$ cat src/rtl/shift_collect_.sv
// shift_collect_: serial-to-parallel collector for one systolic array output lane.
// Optional drop counter enabled by defining SHIFT_COLLECT_DROP_CNT_EN.
module shift_collect_ #(
  parameter int N = 4,
  parameter int W = 16
) (
  input  logic                   clk,
  input  logic                   rst,
  input  logic                   in_valid,
  input  logic [W-1:0]           in_data,
  output logic                   in_ready,
  input  logic                   flush,
  output logic                   out_valid,
  input  logic                   out_ready,
  output logic [N*W-1:0]         out_data,
  output logic [$clog2(N+1)-1:0] count,
  output logic [7:0]             drop_cnt
);

  localparam int CW = $clog2(N + 1);

  localparam logic [0:0] FILL = 1'b0;
  localparam logic [0:0] FULL = 1'b1;

  logic [0:0]   state;
  logic [W-1:0] slot [N];

  logic accept;
  logic close;

  // handshake flags come straight from the registered state
  assign in_ready  = (state == FILL);
  assign out_valid = (state == FULL);

  // a vector closes when the last slot fills or a non-empty flush arrives
  assign accept = in_ready && in_valid;
  assign close  = in_ready && flush && (count != '0 || in_valid);

  // pack slots so slot k sits at bits [k*W +: W]
  always_comb begin
    out_data = '0;
    for (int k = 0; k < N; k++) begin
      out_data[k*W +: W] = slot[k];
    end
  end

  // fill state machine, word counter and slot storage
  always_ff @(posedge clk or negedge rst) begin
    if (!rst) begin
      state <= FILL;
      count <= '0;
      for (int k = 0; k < N; k++) begin
        slot[k] <= '0;
      end
    end else begin
      unique case (state)
        FILL: begin
          for (int k = 0; k < N; k++) begin
            if (accept && count == CW'(k)) begin
              slot[k] <= in_data;
            end else if (close && CW'(k) >= count) begin
              slot[k] <= '0;
            end
          end
          if (close) begin
            count <= CW'(N);
            state <= FULL;
          end else if (accept) begin
            count <= count + CW'(1);
            if (count == CW'(N - 1)) begin
              state <= FULL;
            end
          end
        end
        FULL: begin
          if (out_ready) begin
            count <= '0;
            state <= FILL;
          end
        end
        default: begin
          state <= FILL;
        end
      endcase
    end
  end

`ifdef SHIFT_COLLECT_DROP_CNT_EN
  logic [7:0] drops;

  // count words offered while full, saturating at 255
  always_ff @(posedge clk or negedge rst) begin
    if (!rst) begin
      drops <= '0;
    end else if (in_valid && !in_ready && drops != 8'hFF) begin
      drops <= drops + 8'd1;
    end
  end

  assign drop_cnt = drops;
`else
  assign drop_cnt = '0;
`endif

endmodule

$ cat config.mk
export PLATFORM = sky130hd
export DESIGN_NAME = shift_collect_
export DESIGN_NICKNAME = d
export VERILOG_FILES = /design/src/rtl/shift_collect_.sv
export SDC_FILE = /design/constraint.sdc
export NUM_CORES = 1
export LEC_CHECK = 0
export ABC_AREA = 0
export BUFFER_PORTS_ARGS = -buffer_cell sky130_fd_sc_hd__buf_2
export CAP_MARGIN = 20
export CORE_MARGIN = 2
export CORE_UTILIZATION = 25
export CTS_CLUSTER_DIAMETER = 30
export DETAILED_ROUTE_END_ITERATION = 7
export SETUP_SLACK_MARGIN = 0.5
export SYNTH_ARGS = -nofsm -noshare
export SYNTH_HDL_FRONTEND = slang
export SYNTH_SLANG_ARGS = --single-unit
$ cat constraint.sdc
create_clock -name clk -period 5.39 [get_ports clk]
set_input_delay 1.078 -clock clk [delete_from_list [all_inputs] [get_ports clk]]
set_output_delay 1.078 -clock clk [all_outputs]
set_load 0.005 [all_outputs]
==> Word level (Yosys, flattened, before mapping) <==
Cells that the tools add are included.
{ "totals": {"output_inout_bits": 77, "ff_bits": 68} }
{ "op_classes": {"n_eq_ne": 5, "add_sub_neg": 1, "bitwise": 1, "muxes": 17, "reduce_logical": 23, "n_lt_le_gt_ge": 4} }
{ "ops": {"columns": ["op", "n"], "rows": [
  ["$mux W16", 8],
  ["$logic_and A1 B1 Y1", 11],
  ["$reduce_and A2 Y1", 5],
  ["$mux W3", 3],
  ["$reduce_bool A2 Y1", 4],
  ["$eq A3 B2 Y1 const B", 2],
  ["$ge A1 B3 Y1 const A", 2],
  ["$ge A2 B3 Y1 const A", 2],
  ["$pmux W3 S2", 1],
  ["$mux W1", 4],
  ["$add A3 B1 Y3 const B", 1],
  ["$eq A3 B1 Y1 const B", 1],
  ["$logic_not A3 Y1", 1],
  ["$ne A3 B1 Y1 const B", 1],
  ["$reduce_bool A3 Y1", 1],
  ["$ne A2 B2 Y1 const B", 1],
  ["$pmux W1 S2", 1],
  ["$logic_or A1 B1 Y1", 1],
  ["$not A1 Y1", 1]
]} }

==> Logic depth before layout (Yosys ltp) <==
Gate-level depths: netlist of the first run.
{ "depth": {"depth_word": 6, "ltp_mapped": 8} }

==> Worst setup path before layout of the first run <==
No wires, ideal clock.
{ "synth_timing": {"path_type": "input-to-reg", "startpoint": "in in_valid", "endpoint": "reg slot (netlist bit out_data[36])", "path_buffers": 2, "arrival_time_ns": 2.082, "path_slack_ns": 3.242, "setup_ns": 0.065, "stages": 6, "required_time_ns": 5.325, "path_cell_list": "buf_2 > nand2b_1 > and3_1 > o32ai_4 > buf_4 > a22o_1"} }
{ "synth_via": {"elab_chain_len": 5, "word_cells_on_any_way": 8, "cone_classes": "mux: 1; reduce/logical: 7"} }
{ "synth_lines": {"columns": ["element", "line", "source"], "rows": [
  ["from (decl)", "9", "input logic in_valid,"],
  ["$logic_or A1 B1 Y1", "37", "assign close = in_ready && flush && (count != '0 || in_valid);"],
  ["$logic_and A1 B1 Y1", "37", null],
  ["$logic_and A1 B1 Y1", "61", "end else if (close && CW'(k) >= count) begin"],
  ["$reduce_bool A2 Y1 (no source line)", null, null],
  ["$reduce_and A2 Y1 (no source line)", null, null],
  ["to (signal, indexed assignment)", "60", "slot[k] <= in_data;"],
  ["to (decl)", "26", "logic [W-1:0] slot [N];"]
]} }
Parallel ways exist; a longest one is shown, timed or not.
A chain may end at the register's enable or synchronous reset.

==> Final worst setup path of the first run <==
{ "layout_timing": {"startpoint": "in in_valid", "endpoint": "reg slot (netlist bit out_data[58])"} }
Same word-level chain as after synthesis.

==> results by group, run 1 <==
Run status
  – Run status: completed

Timing
  – Fin crit share: 49.7%
  – Max frequency: between 0.3 and 0.4 GHz
  – Final worst slack: 2.71 ns
  – Setup TNS: 0 ns
  – Slew @ Worst Pin: 1.05 ns
  – Unrepaired setup endpoints after global routing: false
  – Fin. max-slew vios: 0
  – Max_slew headroom: 29.5%
  – Endpoints failing hold: 0
  – Fin crit period: ~2.7 ns
  – Endpoints failing setup: 0
  – Clk_skew: 0.00860 ns

Worst setup path
  – Worst EP arrival: 2.90 ns
  – Critical Path, Cell by Cell: buf_2 > nor4bb_1 > and2_1 > nor2_2 > a22o_1
  – Slowest CP cell: and2_1
  – Worst EP required: 5.61 ns
  – Crit Path Class: in2reg
  – Reg2Reg Depth: 4
  – Critical R2R Capture: out_data[58]
  – Critical Path Fanout Max: 18
  – Worst R2R Setup Slack: 3.07 ns
  – Worst Setup Start Kind: input pin
  – Max incr delay on CP: around 0.71 ns
  – R2R Path Start: out_valid
  – Setup crit end kind: flop

Synthesis
  – Top cells by count, synth: dfrtp_1 (68), a22o_1 (64), buf_4 (11)
  – Warnings, synthesis: 0
  – Async set or reset register ratio after synthesis: 100%
  – Yosys reg bits: 68
  – Cell variety after synth: 32
  – Most common cell in the netlist: dfrtp_1
  – Share of the synthesized area in the top cell type: between 60% and 70%
  – EDFF count, synth: 0
  – Syn Area/Cell: about 14 um2
  – Synth area leader: dfrtp_1
  – Cells after Synth: 194
  – Most used DFF post-synth: dfrtp_1
  – Register area share after synthesis: between 60% and 70%
  – Synthesized area: between 2000 and 3000 um2
  – Ranking of synthesized cells by area: dfrtp_1 (63%), a22o_1 (21%), buf_4 (3.0%)

Route
  – Final ANT Viol Nets: 0
  – Avg WL per Cell: about 18 um
  – Drt drc: 0
  – Iter 0 DRT Violations: 84
  – Routed vias: between 1500 and 2000
  – Via-to-Cell Ratio: 4.56
  – Final wirelength: about 7600 um
  – TritonRoute pass-1 iters: 4

Global route
  – Maximum number of pins on one net before global-route repair: 69
  – Vias in the first global route: approximately 2000
  – Gr usage total: 13.7%
  – First-pass GRT wire length: about 12000 um
  – Remaining global-route overflow: 0
  – Initial antenna violation count: 0

Clocking
  – H-tree level count: 3
  – # resized after CTS: 0
  – Clk_lat worst skew: 0.34 ns
  – Total CTS buffers: 9
  – CTS clk-pin slew, worst paths: 0.07 ns
  – Clock Tree Buf Depth: 2
  – CTS Hold Bufs: 0
  – Post-CTS Setup Bufs: 0
  – Clock root cell: clkbuf_8
  – Clock tree from TritonCTS: built
  – Clk sink count: 68

Place
  – Dpl ws: 2.30 ns
  – Port Buffers: 89
  – Hpwl dp: 4960 um
  – Routability Congestion: 0.737

Pwr
  – Switching power: 0.000650 W
  – Clock network power share: a little over a fifth
  – Reg power frac: 44.2%
  – LEAKAGE: about 1.8 nW
  – Pwr/cell area: between 500 and 600 nW/um2
  – Switch share: 34.5%
  – Internal power: 0.00123 W
  – Post-route total power: 0.00188 W
  – Comb pwr share: 34.3%
  – VDD IR-drop max: 0.147 mV

Die
  – Initial core utilization: 25.3%
  – Num ports: 98
  – Core footprint: 10700 um2
  – Rows: 38
  – Die Y: 108 um
  – Total die area: 11700 um2
  – Die W: 108 um

Layout
  – Fill cells: 1110
  – Area of the multi-input gates: 871 um2
  – Share of layout cells above drive strength 1: 38.8%
  – P&R area growth vs syn: 25.5%
  – Register area: between 1500 and 2000 um2
  – Nets: 305
  – Antenna diodes: 0
  – Fin util: between 30% and 40%

Min path
  – Hold Path Depth: 1
  – HP Class: reg2reg
  – Hold Startpoint: out_data[2]
  – Worst Hold End: out_data[2]

Run
  – Max cap viols: 0
[stage by stage]
step                cell area, um2  hold WS (ns)  instances
floorplan                     2740         0.489        201
global placement              3220         0.477        410
detailed placement            3220         0.476        410
CTS                           3400         0.499        426
global route                  3400         0.514        426
finish                        3400         0.495        426
[final cells by class]
| class | instances | area share [%] |
|---|---|---|
| timing repair buffer | 91 | 13.5 |
| inverter | 3 | 0.331 |
| clock buffer | 11 | 3.86 |
| tap | 140 | 5.15 |
| multi-input combinational | 108 | 25.6 |
| clock inverter | 5 | 1.54 |
| sequential | 68 | 50.0 |
[cell usage in the layout, fill, tap and decap left out, drive strengths merged]
| cell type | instances |
|---|---|
| a211oi | 1 |
| a21oi | 2 |
| a22o | 64 |
| and2 | 2 |
| and3 | 2 |
| buf | 91 |
| bufinv | 1 |
| clkbuf | 11 |
| clkinv | 3 |
| clkinvlp | 1 |
| conb | 8 |
| dfrtp | 68 |
| ha | 3 |
| inv | 3 |
| mux2 | 1 |
| nand2 | 4 |
| nand2b | 2 |
| nand4 | 1 |
| nor2 | 4 |
| nor3b | 1 |
| nor4bb | 1 |
| o211ai | 2 |
| o21a | 1 |
| o21ai | 4 |
| o22ai | 1 |
| o32ai | 1 |
| or3 | 1 |
| or3b | 1 |
| xor2 | 1 |
[power groups by stage]
| stage | clock network (W) | logic [W] | registers, W |
|---|---|---|---|
| 2_1_floorplan | 0 | 0.000364 | 0.000827 |
| 3_3_place_gp | 0 | 0.000644 | 0.000838 |
| 3_5_place_dp | 0 | 0.000658 | 0.000836 |
| 4_1_cts | 0.000425 | 0.000659 | 0.000832 |
| 5_1_grt | 0.000449 | 0.000717 | 0.000855 |
| 6_report | 0.000405 | 0.000646 | 0.000832 |
[worst max-delay path: cells and delay by family]
family	cells	cell delay, ns
AO/OA/AOI/OAI	1	0.28
AND/OR/NAND/NOR	3	1.34
buffers and inverters	1	0.19
[sequential cells by signal (all words and copies together) (netlist names)]
register,flops
out_valid,1
count,3
out_data,64
[cell families after synthesis]
group	Yosys count	share of synthesized area [%]
other	1	0.138
XOR/XNOR	1	0.323
multiplexers	1	0.415
AND/OR/NAND/NOR	19	4.57
AO/OA/AOI/OAI	76	24.3
adder cells (fa/ha/maj)	3	1.38
buffers and inverters	25	6.09
flip-flops	68	62.8
[how the worst max path moves through the flow]
stage             start  cells after the start      endpoint
6_report       in_valid                      5  out_data[58]
5_1_grt        in_valid                      5  out_data[60]
4_1_cts        in_valid                      5  out_data[58]
3_5_place_dp   in_valid                      5  out_data[57]
3_3_place_gp   in_valid                      5  out_data[58]
2_1_floorplan  in_valid                      6  out_data[36]
[layer usage]
metal	vias up	global-route usage (%)	routed length, um
met5	-	0	0
met3	11	3.62	387
met4	0	6.87	148
met2	58	20.6	3570
met1	973	18.2	3510
li1	900	-	-
No activity file was read; power rests on OpenSTA's default activity.
==> run 2: changes to the inputs <==
==> constraint.sdc (replaced) <==
create_clock -name clk -period 2.2 [get_ports clk]
set_input_delay 0.44 -clock clk [delete_from_list [all_inputs] [get_ports clk]]
set_output_delay 0.44 -clock clk [all_outputs]
set_load 0.005 [all_outputs]
==> results by group, run 2 (synthesized netlist as in run 1, its figures left out) <==
Worst setup path
  – Worst EP required: 2.43 ns
  – Critical Path Fanout Max: 16
  – Critical R2R Capture: out_data[29]
  – CP top delay family: simple AND/OR/NAND/NOR gates
  – Critical path startpoint: count[0]
  – Critical Path, Cell by Cell: inv_4 > ha_4 > nand2b_4 > a21oi_1 > or3_4 > a22o_1
  – R2R Path Start: count[0]
  – Worst EP arrival: 1.91 ns
  – Slowest CP cell: or3_4
  – CP bufs+invs: 1
  – Worst Setup Start Kind: flop
  – Worst R2R Setup Slack: 0.52 ns
  – Reg2Reg Depth: 6
  – Max incr delay on CP: 0.46 ns
  – Setup crit end kind: flop
  – Crit Path Class: reg2reg

Min path
  – HP Class: in2async

Layout
  – Commonest non-fill, non-tap cell in the layout: buf_2
  – Nets: 318
  – Max reg flops: 64
  – Final instance area: 3670 um2
  – P&R area growth vs syn: 35.3%
  – Share of layout cells above drive strength 1: 44.8%
  – Antenna diodes: 0
  – Most frequent cells in the layout: buf_2 (89), dfrtp_1 (65), a22o_1 (64)

Clocking
  – Clk sink count: between 60 and 70
  – Clock Tree Buf Depth: 2
  – Clk_lat worst skew: 0.34 ns
  – CTS clk-pin slew, worst paths: 0.07 ns
  – CTS Hold Bufs: 0
  – H-tree level count: 3
  – Clock tree from TritonCTS: built
  – Clock root cell: clkbuf_8
  – Total CTS buffers: 9

Route
  – Final ANT Viol Nets: 0
  – Drt drc: 0
  – Final wirelength: 8160 um
  – TritonRoute pass-1 iters: 5
  – Avg WL per Cell: 18.6 um
  – Routed vias: 2086
  – Iter 0 DRT Violations: between 100 and 150
  – Via-to-Cell Ratio: 4.75

Die
  – Die Y: roughly 110 um
  – Num ports: 98
  – Total die area: around 12000 um2
  – Die W: 108 um
  – Core footprint: 10700 um2
  – Initial core utilization: 25.3%
  – Rows: 38

Pwr
  – Switch share: about a third
  – Reg power frac: 39.9%
  – Internal power: 0.00342 W
  – VDD IR-drop max: approximately 0.35 mV
  – LEAKAGE: 1.97 nW
  – Clock network power share: 22.2%
  – Pwr/cell area: 1400 nW/um2
  – Comb pwr share: around 38%
  – Switching power: approximately 0.0017 W

Run
  – Max cap viols: 0

Place
  – Hpwl dp: 5310 um
  – Placed Area: 3290 um2
  – Routability Congestion: 0.820
  – Port Buffers: 89

Global route
  – Initial antenna violation count: 0
  – Vias in the first global route: 1999
  – Maximum number of pins on one net before global-route repair: 30
  – Gr usage total: 13.6%
  – Remaining global-route overflow: 0
  – First-pass GRT wire length: 11600 um

Timing
  – Setup TNS: 0 ns
  – Endpoints failing setup: 0
  – Max frequency: 0.597 GHz
  – Fin crit share: 76.1%
  – Fin. max-slew vios: 0
  – Max_slew headroom: 60.7%
  – Fin crit period: 1.68 ns
  – Clk_skew: 0.00540 ns
  – Endpoints failing hold: 0
  – Unrepaired setup endpoints after global routing: true
  – Slew @ Worst Pin: roughly 0.59 ns

Run status
  – Run status: completed
## run 2: changes by cell type in the layout (fill, tap and decap cells not counted), sizes merged
cell      delta
buf         +12
bufinv       +1
clkbuf       +1
clkinvlp     -1
## run 2: per-stage QoR
stage          setup slack [ns]  util, %  cells  power, W  hold WS, ns
6_report                  0.525     34.3    439   0.00513       0.0911
5_1_grt                   0.478     34.3    439   0.00541        0.126
4_1_cts                   0.503     33.5    434   0.00505       0.0976
3_5_place_dp              0.246     30.7    415   0.00373        0.477
3_3_place_gp              0.259     30.7    415   0.00369        0.470
2_1_floorplan             0.504        -    201   0.00295        0.144
## run 2: worst max path at each step
stage | end | slack [ns] | depth (start not counted)
final | out_data[29] | 0.52 | 6
after global routing | out_data[29] | 0.48 | 6
after CTS | out_data[50] | 0.50 | 4
after detailed placement | out_data[22] | 0.25 | 6
after global placement | out_data[28] | 0.26 | 6
after floorplan | out_data[22] | 0.50 | 8
## run 2: power by group through the flow
stage | registers [W] | logic [W] | clock network (W)
after global routing | 0.00210 | 0.00210 | 0.00121
after detailed placement | 0.00205 | 0.00168 | 0
final | 0.00205 | 0.00195 | 0.00114
after global placement | 0.00205 | 0.00165 | 0
after CTS | 0.00205 | 0.00183 | 0.00117
after floorplan | 0.00203 | 0.000917 | 0
## run 2: layout make-up
| cell class | instances | area (um2) |
|---|---|---|
| clock inverter | 5 | 75.1 |
| fill | 1055 | 7030 |
| sequential | 68 | 1710 |
| timing repair buffer | 104 | 642 |
| clock buffer | 11 | 141 |
| multi-input combinational | 108 | 917 |
| inverter | 3 | 13.8 |
| tap | 140 | 175 |
## run 2: metal layers
metal,routed length [um],global-route usage [%],vias up
met3,402,2.71,19
met4,217,7.78,0
li1,-,-,926
met2,3860,20.5,82
met1,3680,18.3,1059
met5,0,0,-
## run 2: timing repair
action / 4_1_cts / 5_1_grt
endpoints found under the hold margin: 0 / 0
resized for setup: 5 / 5
buffers inserted: 3 / 4
endpoints found under the setup margin: 64 / 52
gates cloned: 0 / 1
pin swaps: 3 / 1
==> run 3: changes to the inputs <==
--- a/config.mk
+++ b/config.mk
@@ -5,7 +5,7 @@
 export SDC_FILE = /design/constraint.sdc
 export NUM_CORES = 1
 export LEC_CHECK = 0
-export ABC_AREA = 0
+export ABC_AREA = 1
 export BUFFER_PORTS_ARGS = -buffer_cell sky130_fd_sc_hd__buf_2
 export CAP_MARGIN = 20
 export CORE_MARGIN = 2
==> constraint.sdc (replaced) <==
create_clock -name clk -period 1.5 [get_ports clk]
set_input_delay 0.3 -clock clk [delete_from_list [all_inputs] [get_ports clk]]
set_output_delay 0.3 -clock clk [all_outputs]
set_load 0.005 [all_outputs]
==> results by group, run 3 <==
Worst setup path
  – Critical Path Fanout Max: 16
  – Worst EP arrival: 1.61 ns
  – Crit Path Class: reg2reg
  – Setup crit end kind: flop
  – Critical path startpoint: count[0]
  – Worst EP required: about 1.7 ns
  – Reg2Reg Depth: 8
  – Worst Setup Start Kind: flop
  – R2R Path Start: count[0]

Timing
  – Fin. max-slew vios: 0
  – Clk_skew: 0.00679 ns
  – Fin crit period: 1.39 ns
  – Final hold slack: -0.0133 ns
  – Endpoints failing hold: 7
  – Unrepaired setup endpoints after global routing: true
  – Endpoints failing setup: 0
  – Final worst slack: 0.109 ns
  – Fin crit share: 92.7%
  – Max frequency: 0.719 GHz
  – Setup TNS: 0 ns

Clocking
  – CTS Hold Bufs: 0
  – Clk_lat worst skew: 0.33 ns
  – Clock root cell: clkbuf_16
  – Total CTS buffers: 9
  – Clk sink count: 68
  – H-tree level count: 3
  – Clock Tree Buf Depth: 2
  – CTS clk-pin slew, worst paths: 0.06 ns
  – Clock tree from TritonCTS: built

Pwr
  – Post-route total power: 0.00845 W
  – Internal power: 0.00542 W
  – Switch share: 35.8%
  – Reg power frac: 31.9%
  – LEAKAGE: around 2.7 nW
  – Pwr/cell area: 1780 nW/um2
  – Switching power: just over 0.003 W
  – Clock network power share: between 20% and 30%
  – Comb pwr share: 42.9%
  – VDD IR-drop max: 0.878 mV

Run status
  – Failing checks: hold timing
  – Run status: complete, but fails checks

Route
  – Avg WL per Cell: 15.0 um
  – Routed vias: 2914
  – TritonRoute pass-1 iters: 4
  – Via-to-Cell Ratio: 4.45
  – Drt drc: 0
  – Iter 0 DRT Violations: 149
  – Final ANT Viol Nets: 0
  – Final wirelength: 9840 um

Synthesis
  – Async set or reset register ratio after synthesis: 100%
  – Most common cell in the netlist: nand2_1
  – Synth area leader: dfrtp_1
  – Synthesized area: 2950 um2
  – Adder-Cell Fraction of Synth Area: 1.27%
  – Cells after Synth: 340
  – Top cells by count, synth: nand2_1 (146), dfrtp_1 (68), nand3_1 (68)
  – Largest family of logic cells by synthesized area: simple AND/OR/NAND/NOR gates
  – Syn Area/Cell: 8.69 um2
  – Xor/xnor share of the synthesized area: 0%
  – Multiplexer share of the synthesized area: 0%
  – Ranking of synthesized cells by area: dfrtp_1 (58%), nand2_1 (19%), nand3_1 (12%)
  – Post-synthesis compound-gate area fraction: 0.169%
  – Register area share after synthesis: between 50% and 60%
  – Cell variety after synth: 19
  – Yosys reg bits: 68
  – Share of the synthesized area in the top cell type: 57.6%
  – Most used DFF post-synth: dfrtp_1
  – Simple-Gate Fraction of Synth Area: 34.4%
  – EDFF count, synth: 0
  – Warnings, synthesis: 0

Global route
  – Maximum number of pins on one net before global-route repair: 69
  – GR peak layer: met2
  – Met2 Use GR: 24.1%
  – Remaining global-route overflow: 0
  – Initial antenna violation count: 0
  – First-pass GRT wire length: 14700 um
  – Met3 Use GR: 3.86%
  – Vias in the first global route: around 2800
  – Met1 Use GR: 20.1%
  – Gr usage total: 14.9%

Die
  – Initial core utilization: approximately a quarter
  – Rows: 39
  – Die W: 113 um
  – Num ports: 98
  – Total die area: about 13000 um2
  – Core footprint: 11500 um2
  – Die Y: 113 um

Layout
  – Share of layout cells above drive strength 1: 47.5%
  – Fill cells: between 1000 and 1500
  – P&R area growth vs syn: 60.7%
  – Commonest non-fill, non-tap cell in the layout: nand2_1
  – Antenna diodes: 0
  – Cell Count, Final, Fillers Out: 655
  – Max reg flops: 64
  – Nets: 531
  – Final instance area: 4750 um2
  – Most frequent cells in the layout: nand2_1 (130), buf_2 (87), buf_4 (66)

Run
  – Max cap viols: 0

Place
  – Dpl ws: between 0.01 and 0.015 ns
  – Placed cell count: 571
  – Port Buffers: 89
  – Placed Area: 3640 um2
  – Routability Congestion: 0.792
  – Hpwl dp: between 6000 and 7000 um

Min path
  – HP Class: in2async
run 3: changes by cell type after synthesis, sizes merged, moves of 2 or more:
cell,delta
nand3,+70
nor2,+6
o21ai,-4
and2,-2
nand2,+148
clkbuf,-2
nand2b,-2
inv,+11
o211ai,-2
a22o,-64
and3,-2
run 3: layer usage:
metal  part of all wire, %  wire length [um]  vias up
met3                   6.9               681       11
met1                    43              4260     1391
met5                     0                 0        -
li1                      -                 -     1411
met2                    48              4760      101
met4                   1.4               139        0
run 3: path summary, 6_finish.rpt:
check | endpoint | slack [ns]
min in group clk | out_data[15] | 0.25
worst min-delay path | out_data[0] | -0.01
worst max register to register | out_data[0] | 0.11
worst min register to register | out_data[56] | 0.50
max in group asynchronous | count[2] | 1.21
worst max-delay path | out_data[0] | 0.11
run 3: final cells by class:
class,count,area (um2),area share (%)
repair buffers,167,1140,24.1
multi-input cells,247,1330,28.1
inverters,14,85.1,1.79
clock buffers,10,239,5.03
clock inverters,6,63.8,1.34
well taps,143,179,3.77
flip-flops and latches,68,1710,35.9
run 3: cell families after synthesis:
| kind of cell | count (synthesis) |
|---|---|
| AND/OR/NAND/NOR | 233 |
| flip-flops | 68 |
| buffers and inverters | 34 |
| adder cells (fa/ha/maj) | 3 |
| AO/OA/AOI/OAI | 1 |
| other | 1 |
run 3: timing repair:
item / 4_1_cts / 5_1_grt
gates resized for setup: 28 / 40
cloned: 3 / 1
endpoints found under the setup margin: 137 / 137
buffers inserted: 38 / 26
pin swaps: 6 / 14
run 3: per-stage QoR:
| step | hold WS (ns) | util, % |
|---|---|---|
| after global routing | 0.0188 | 41.4 |
| final | -0.0133 | 41.4 |
| after floorplan | 0.00441 | - |
| after global placement | 0.349 | 31.8 |
| after CTS | 0.00255 | 38.4 |
| after detailed placement | 0.352 | 31.8 |
run 3: worst max-delay path, cell delays in order (launching register included):
cell	delay, ns
dfrtp_2	0.42
inv_4	0.08
ha_4	0.14
nand2_4	0.05
nor3_4	0.22
buf_12	0.17
inv_12	0.06
nand3_1	0.08
nand2_1	0.06
run 3: power by group through the flow:
| stage | Combinational, W | Sequential (W) | Clock [W] |
|---|---|---|---|
| global placement | 0.00224 | 0.00273 | 0 |
| global route | 0.00397 | 0.00275 | 0.00226 |
| finish | 0.00363 | 0.00270 | 0.00213 |
| floorplan | 0.00127 | 0.00276 | 0 |
| detailed placement | 0.00229 | 0.00274 | 0 |
| CTS | 0.00309 | 0.00267 | 0.00216 |
